--- src/rtl/pc_fetch_pkg.sv ---
// Shared types and default constants for the instruction fetch sequencer.
package pc_fetch_pkg;

  localparam int unsigned DEF_STEP      = 4;
  localparam logic [31:0] DEF_RESET_VEC = 32'h0000_0000;

  typedef enum logic [1:0] {
    IDLE  = 2'd0,
    FETCH = 2'd1,
    ISSUE = 2'd2
  } fetch_state_e;

endpackage

--- src/rtl/pc_fetch_sequencer_if.sv ---
// Instruction-memory port plus decode-side presentation handshake.
interface pc_fetch_sequencer_if #(
  parameter int unsigned ADDR_W = 32
);
  logic              imem_req;
  logic [ADDR_W-1:0] imem_addr;
  logic              imem_ack;
  logic [31:0]       imem_rdata;
  logic              instr_valid;
  logic [31:0]       instr;
  logic [ADDR_W-1:0] instr_pc;
  logic              stall;

  modport master (
    output imem_req, imem_addr, instr_valid, instr, instr_pc,
    input  imem_ack, imem_rdata, stall
  );

  modport slave (
    input  imem_req, imem_addr, instr_valid, instr, instr_pc,
    output imem_ack, imem_rdata, stall
  );
endinterface

--- src/rtl/pc_next_reg.sv ---
// Program counter register: aligned redirect load takes priority over increment.
module pc_next_reg #(
  parameter int unsigned       ADDR_W    = 32,
  parameter int unsigned       STEP      = 4,
  parameter logic [ADDR_W-1:0] RESET_VEC = '0
) (
  input  logic              clk,
  input  logic              rst_n,
  input  logic              load,
  input  logic [ADDR_W-1:0] load_pc,
  input  logic              inc,
  output logic [ADDR_W-1:0] pc,
  output logic [ADDR_W-1:0] pc_nxt
);
  localparam logic [ADDR_W-1:0] ALIGN_MASK = ~ADDR_W'(STEP - 1);

  logic [ADDR_W-1:0] pc_q, pc_d;

  always_comb begin
    pc_d = pc_q;
    if (load) begin
      pc_d = load_pc & ALIGN_MASK;
    end else if (inc) begin
      pc_d = pc_q + ADDR_W'(STEP);
    end
  end

  always_ff @(posedge clk) begin
    if (!rst_n) pc_q <= RESET_VEC;
    else        pc_q <= pc_d;
  end

  assign pc     = pc_q;
  assign pc_nxt = pc_d;
endmodule

--- src/rtl/pc_fetch_sequencer.sv ---
// Fetch FSM: requests words at the PC, presents them to decode and applies redirects.
module pc_fetch_sequencer
  import pc_fetch_pkg::*;
#(
  parameter int unsigned       ADDR_W    = 32,
  parameter int unsigned       STEP      = DEF_STEP,
  parameter logic [ADDR_W-1:0] RESET_VEC = ADDR_W'(DEF_RESET_VEC)
) (
  input  logic                 clk,
  input  logic                 rst_n,
  input  logic                 run,
  input  logic                 redirect,
  input  logic [ADDR_W-1:0]    redirect_pc,
  output logic [ADDR_W-1:0]    pc,
  pc_fetch_sequencer_if.master bus
);
  fetch_state_e      state_q, state_d;
  logic              kill_q, kill_d;
  logic              imem_req_q, imem_req_d;
  logic [ADDR_W-1:0] imem_addr_q, imem_addr_d;
  logic              instr_valid_q, instr_valid_d;
  logic [31:0]       instr_q, instr_d;
  logic [ADDR_W-1:0] instr_pc_q, instr_pc_d;
  logic              pc_load, pc_inc;
  logic [ADDR_W-1:0] pc_nxt;

  pc_next_reg #(
    .ADDR_W    (ADDR_W),
    .STEP      (STEP),
    .RESET_VEC (RESET_VEC)
  ) u_pc (
    .clk     (clk),
    .rst_n   (rst_n),
    .load    (pc_load),
    .load_pc (redirect_pc),
    .inc     (pc_inc),
    .pc      (pc),
    .pc_nxt  (pc_nxt)
  );

  always_comb begin
    state_d     = state_q;
    kill_d      = kill_q;
    imem_addr_d = imem_addr_q;
    instr_d     = instr_q;
    instr_pc_d  = instr_pc_q;
    pc_load     = 1'b0;
    pc_inc      = 1'b0;

    unique case (state_q)
      IDLE: begin
        if (run) begin
          state_d     = FETCH;
          imem_addr_d = pc_nxt;
        end
      end
      FETCH: begin
        pc_load = redirect;
        if (bus.imem_ack) begin
          if (kill_q || redirect) begin
            // Stale data: drop it and restart at the (possibly just redirected) pc.
            kill_d      = 1'b0;
            state_d     = run ? FETCH : IDLE;
            imem_addr_d = pc_nxt;
          end else begin
            instr_d    = bus.imem_rdata;
            instr_pc_d = pc;
            state_d    = ISSUE;
          end
        end else if (redirect) begin
          kill_d = 1'b1;
        end
      end
      ISSUE: begin
        if (redirect) begin
          pc_load     = 1'b1;
          state_d     = FETCH;
          imem_addr_d = pc_nxt;
        end else if (!bus.stall) begin
          pc_inc      = 1'b1;
          state_d     = run ? FETCH : IDLE;
          imem_addr_d = pc_nxt;
        end
      end
      default: state_d = IDLE;
    endcase

    imem_req_d    = (state_d == FETCH);
    instr_valid_d = (state_d == ISSUE);
  end

  always_ff @(posedge clk) begin
    if (!rst_n) begin
      state_q       <= IDLE;
      kill_q        <= 1'b0;
      imem_req_q    <= 1'b0;
      imem_addr_q   <= RESET_VEC;
      instr_valid_q <= 1'b0;
      instr_q       <= '0;
      instr_pc_q    <= '0;
    end else begin
      state_q       <= state_d;
      kill_q        <= kill_d;
      imem_req_q    <= imem_req_d;
      imem_addr_q   <= imem_addr_d;
      instr_valid_q <= instr_valid_d;
      instr_q       <= instr_d;
      instr_pc_q    <= instr_pc_d;
    end
  end

  assign bus.imem_req    = imem_req_q;
  assign bus.imem_addr   = imem_addr_q;
  assign bus.instr_valid = instr_valid_q;
  assign bus.instr       = instr_q;
  assign bus.instr_pc    = instr_pc_q;
endmodule

--- src/flat_wrapper.sv ---
// flat-port wrapper written by rule: the top's interface ports become plain ports
module pc_fetch_sequencer_flat import pc_fetch_pkg::*;
#(
  parameter int unsigned       ADDR_W    = 32,
  parameter int unsigned       STEP      = DEF_STEP,
  parameter logic [ADDR_W-1:0] RESET_VEC = ADDR_W'(DEF_RESET_VEC)
)
  (clk, rst_n, run, redirect, redirect_pc, pc, bus_imem_req, bus_imem_addr, bus_instr_valid, bus_instr, bus_instr_pc, bus_imem_ack, bus_imem_rdata, bus_stall);
  pc_fetch_sequencer_if #(.ADDR_W(ADDR_W)) bus_i ();
  input  logic clk;
  input  logic rst_n;
  input  logic run;
  input  logic redirect;
  input  logic [ADDR_W-1:0] redirect_pc;
  output logic [ADDR_W-1:0] pc;
  output wire logic [$bits(bus_i.imem_req)-1:0] bus_imem_req;
  output wire logic [$bits(bus_i.imem_addr)-1:0] bus_imem_addr;
  output wire logic [$bits(bus_i.instr_valid)-1:0] bus_instr_valid;
  output wire logic [$bits(bus_i.instr)-1:0] bus_instr;
  output wire logic [$bits(bus_i.instr_pc)-1:0] bus_instr_pc;
  input wire logic [$bits(bus_i.imem_ack)-1:0] bus_imem_ack;
  input wire logic [$bits(bus_i.imem_rdata)-1:0] bus_imem_rdata;
  input wire logic [$bits(bus_i.stall)-1:0] bus_stall;
  assign bus_imem_req = bus_i.imem_req;
  assign bus_imem_addr = bus_i.imem_addr;
  assign bus_instr_valid = bus_i.instr_valid;
  assign bus_instr = bus_i.instr;
  assign bus_instr_pc = bus_i.instr_pc;
  assign bus_i.imem_ack = bus_imem_ack;
  assign bus_i.imem_rdata = bus_imem_rdata;
  assign bus_i.stall = bus_stall;
  pc_fetch_sequencer #(.ADDR_W(ADDR_W), .STEP(STEP), .RESET_VEC(RESET_VEC)) u_core (.clk(clk), .rst_n(rst_n), .run(run), .redirect(redirect), .redirect_pc(redirect_pc), .pc(pc), .bus(bus_i));
endmodule
--- config.mk ---
export PLATFORM = sky130hd
export DESIGN_NAME = pc_fetch_sequencer_flat
export DESIGN_NICKNAME = d
export VERILOG_FILES = /design/src/rtl/pc_fetch_pkg.sv /design/src/rtl/pc_fetch_sequencer_if.sv /design/src/rtl/pc_next_reg.sv /design/src/rtl/pc_fetch_sequencer.sv /design/src/flat_wrapper.sv
export SDC_FILE = /design/constraint.sdc
export NUM_CORES = 1
export LEC_CHECK = 0
export CORE_MARGIN = 3
export CORE_UTILIZATION = 40
export DETAILED_ROUTE_END_ITERATION = 8
export PLACE_DENSITY = 0.79
export SLEW_MARGIN = 10
export SYNTH_ARGS = -nofsm -noshare
export SYNTH_HDL_FRONTEND = slang
export SYNTH_SLANG_ARGS = --single-unit
--- constraint.sdc ---
create_clock -name clk -period 2 [get_ports clk]
set_input_delay 0.4 -clock clk [delete_from_list [all_inputs] [get_ports clk]]
set_output_delay 0.4 -clock clk [all_outputs]
set_load 0.1 [all_outputs]
==> reports/metrics.cfg <==
[status]
status=finished with violations
violations=negative setup slack

[sta]
fin_tns_setup_ns=-0.399
setup_slack_ns=-0.0620
setup_viol=16
rsz0062_at_grt=true
hold_violations=0
period_share_pct=103
slew_headroom_pct=70.7
fin_skew_ns=0.00707
period_minus_slack_ns=2.06
max_freq_ghz=0.485
worst_slew_pin_slew_ns=0.434
slew_violations=0

[worst_hold_path]
whs_endpoint=u_core.u_pc.pc[5]$_SDFF_PN0_
min-delay-start=rst_n
hold_path_depth=2
hold_path_class=in -> reg

[finish]
fin_nets=972
finalCoreUtilization_pct=68.2
area_delta_synth_final_pct=63.3
final.fill_count=1030
num_antenna_cells=0
drive_above_1_share_pct=36.2

[placement]
gp_congestion=0.858
io_buffers=197
place_hpwl_um=12000

[die]
die_w_um=122
num_rows=41
initial_utilization_pct=41.8
io_pins=200
fp.dieH_um=122
coreArea_um2=12900
fp.dieArea_um2=14900

[critical_path]
crit_fanout=5
arrival_ns=2.38
end_kind=flip-flop
r2r_setup_slack_ns=-0.06
r2r_cells=8
required_ns=2.31
crit_type=reg -> reg
reg2reg_to=u_core.bus.imem_addr[24]$_SDFFE_PN0P_
reg2reg_from=u_core.state_q[0]$_SDFF_PN0_
cp-start-kind=flip-flop

[detailed_routing]
drt-total-wl_um=18100
first_iter_violations=318
vias=5683
post-route-drc-count=0
ant_nets=0
firstDrtPassIters=7
viasPerCell=5.26
wl_per_cell_um=16.7

[power_and_ir_drop]
p_leak_uw=0.00362
swShare_pct=34.1
netSwitchingPower_uw=2770
peakVddDrop_uv=665
intPower_uw=5340
power_density_nw_per_um2=918
power_frac_clock_pct=37.6
pwr-share-comb_pct=26.3
sequentialPowerShare_pct=36.1

[synthesis]
ys_ff_latch=133
synth_warnings=0
synth-main-ff-cell=dfxtp_1
syn_area_per_cell_um2=8.21
netlist-cell-type-count=46
async_flop_share_pct=0
synth_edf_count=0
netlist_area_um2=5400
syn_inst=658
seq_area_frac_synth_pct=49.3
syn_nets=733

[global_routing]
grt_pass1_wl_um=26600
first_global_vias=5242
grt_max_degree=55
grt_antenna_before_repair=0
globalRouteOverflowTotal=0
grt.total_usage_pct=22.8

[clock_tree]
clock_latency_ns=0.42
root_buffer=clkbuf_16
clock-sinks=133
cts_buffer_depth=2
cts-hold-fix-buffers=0
cts-htree-levels=4
cts_buffers=17
clkTransAtPathRegs_ns=0.06
cts_tree=done

[run]
cap_violations=0

-- cell type report --
class / instances / area (um^2) / area share (%)
clock buffer: 21 / 493 / 5.59
multi-input combinational: 469 / 2880 / 32.7
sequential: 133 / 2750 / 31.2
timing repair buffer: 268 / 2360 / 26.8
clock inverter: 10 / 90.1 / 1.02
tap: 172 / 215 / 2.44
inverter: 8 / 30.0 / 0.340
-- synthesized netlist by cell type (3+ instances only) --
library cell,number,area share [%]
a21oi_1,74,6.9
and4_1,6,0.97
or3_1,4,0.46
inv_1,8,0.56
o31ai_1,20,2.8
nand3_1,31,2.9
nor2_1,29,2.0
nand4_1,6,0.70
ha_1,5,1.2
and2_1,6,0.70
and3_1,7,0.81
or4_1,4,0.56
clkbuf_1,41,2.8
dfxtp_1,133,49
buf_2,3,0.28
o21ai_0,24,2.2
xnor2_1,4,0.65
xor2_1,6,0.97
o31a_1,10,1.6
buf_1,3,0.21
nor3_1,25,2.3
a31oi_1,5,0.58
a21o_1,4,0.56
nor4_1,14,1.6
mux2i_1,5,0.93
nand2_1,155,11
-- how the worst max path moves through the flow --
stage / startpoint / endpoint / slack, ns
after detailed placement: bus_stall / u_core.bus.imem_addr[30]$_SDFFE_PN0P_ / -0.52
after global placement: bus_stall / u_core.bus.imem_addr[30]$_SDFFE_PN0P_ / -0.45
after global routing: u_core.state_q[0]$_SDFF_PN0_ / u_core.bus.imem_addr[24]$_SDFFE_PN0P_ / -0.12
after floorplan: u_core.u_pc.pc[2]$_SDFF_PN0_ / u_core.bus.imem_addr[30]$_SDFFE_PN0P_ / -0.18
after CTS: u_core.state_q[0]$_SDFF_PN0_ / u_core.bus.imem_addr[22]$_SDFFE_PN0P_ / -0.03
final: u_core.state_q[0]$_SDFF_PN0_ / u_core.bus.imem_addr[24]$_SDFFE_PN0P_ / -0.06
-- flip-flops by register name, indices dropped and copies added (netlist names) --
| name | flops |
|---|---|
| u_core.bus.imem_addr | 32 |
| u_core.bus.imem_req | 1 |
| u_core.u_pc.pc | 32 |
| u_core.bus.instr_valid | 1 |
| u_core.kill_q | 1 |
| u_core.bus.instr | 32 |
| u_core.bus.instr_pc | 32 |
| u_core.state_q | 2 |
-- what timing repair did --
item,4_1_cts,5_1_grt
gates resized for setup,17,59
setup endpoints to repair,28,43
cloned,2,2
buffers inserted,5,5
pin swaps,11,12
-- stage by stage --
step | instances | instance area, um^2 | total power, uW | hold WS, ns | worst slack (ns)
2_1_floorplan | 658 | 5580 | 4280 | 0.476 | -0.181
3_3_place_gp | 1036 | 7740 | 4870 | 0.440 | -0.452
3_5_place_dp | 1036 | 7740 | 4890 | 0.447 | -0.515
4_1_cts | 1074 | 8490 | 8030 | 0.273 | -0.0327
5_1_grt | 1081 | 8820 | 8360 | 0.293 | -0.117
6_report | 1081 | 8820 | 8100 | 0.287 | -0.0620
-- cells in the final DEF, fill, tap and decap left out, types with 5 or more instances in the layout --
cell type,instances
a21oi_1,70
and2_1,6
buf_12,7
buf_4,182
buf_6,7
clkbuf_16,20
clkdlybuf4s50_1,65
dfxtp_1,103
dfxtp_2,11
dfxtp_4,19
inv_1,5
mux2i_1,5
nand2_1,151
nand3_1,24
nand3_2,7
nand4_1,6
nor2_1,28
nor3_1,15
nor3_2,10
nor4_1,7
nor4_2,7
o21ai_0,23
o31a_1,10
o31ai_1,11
o31ai_2,7
xor2_1,6
-- layer usage --
metal / share of wire (%) / global-route usage [%]
met5: 0 / 0
met4: 2.7 / 10.8
met3: 5.5 / 5.29
met2: 49 / 38.2
met1: 42 / 27.6
-- power by group through the flow --
stage	registers, uW	clock network (uW)	logic [uW]
floorplan	3850	0	438
global placement	2970	0	1910
detailed placement	2970	0	1920
CTS	2920	3100	2020
global route	2940	3200	2210
finish	2930	3040	2130
-- cell families (layout without fill, tap and decap cells) --
family	after synthesis	in the layout	share of synthesized area, %
xor+xnor	10	10	1.62
simple gates	298	298	26.0
fa+ha+maj	5	5	1.16
compound gates	151	151	16.9
flops	133	133	49.3
mux	5	5	0.927
buf+inv	56	307	4.10
-- critical path: stages, from the launching register on --
cell and delay, ns:
dfxtp_2 0.35, inv_2 0.06, buf_4 0.14, ha_4 0.15
a221o_1 0.39, a211o_4 0.38, buf_12 0.17, and3_1 0.17
a21o_1 0.14
Note: power is estimated with default switching activity, not from simulation.
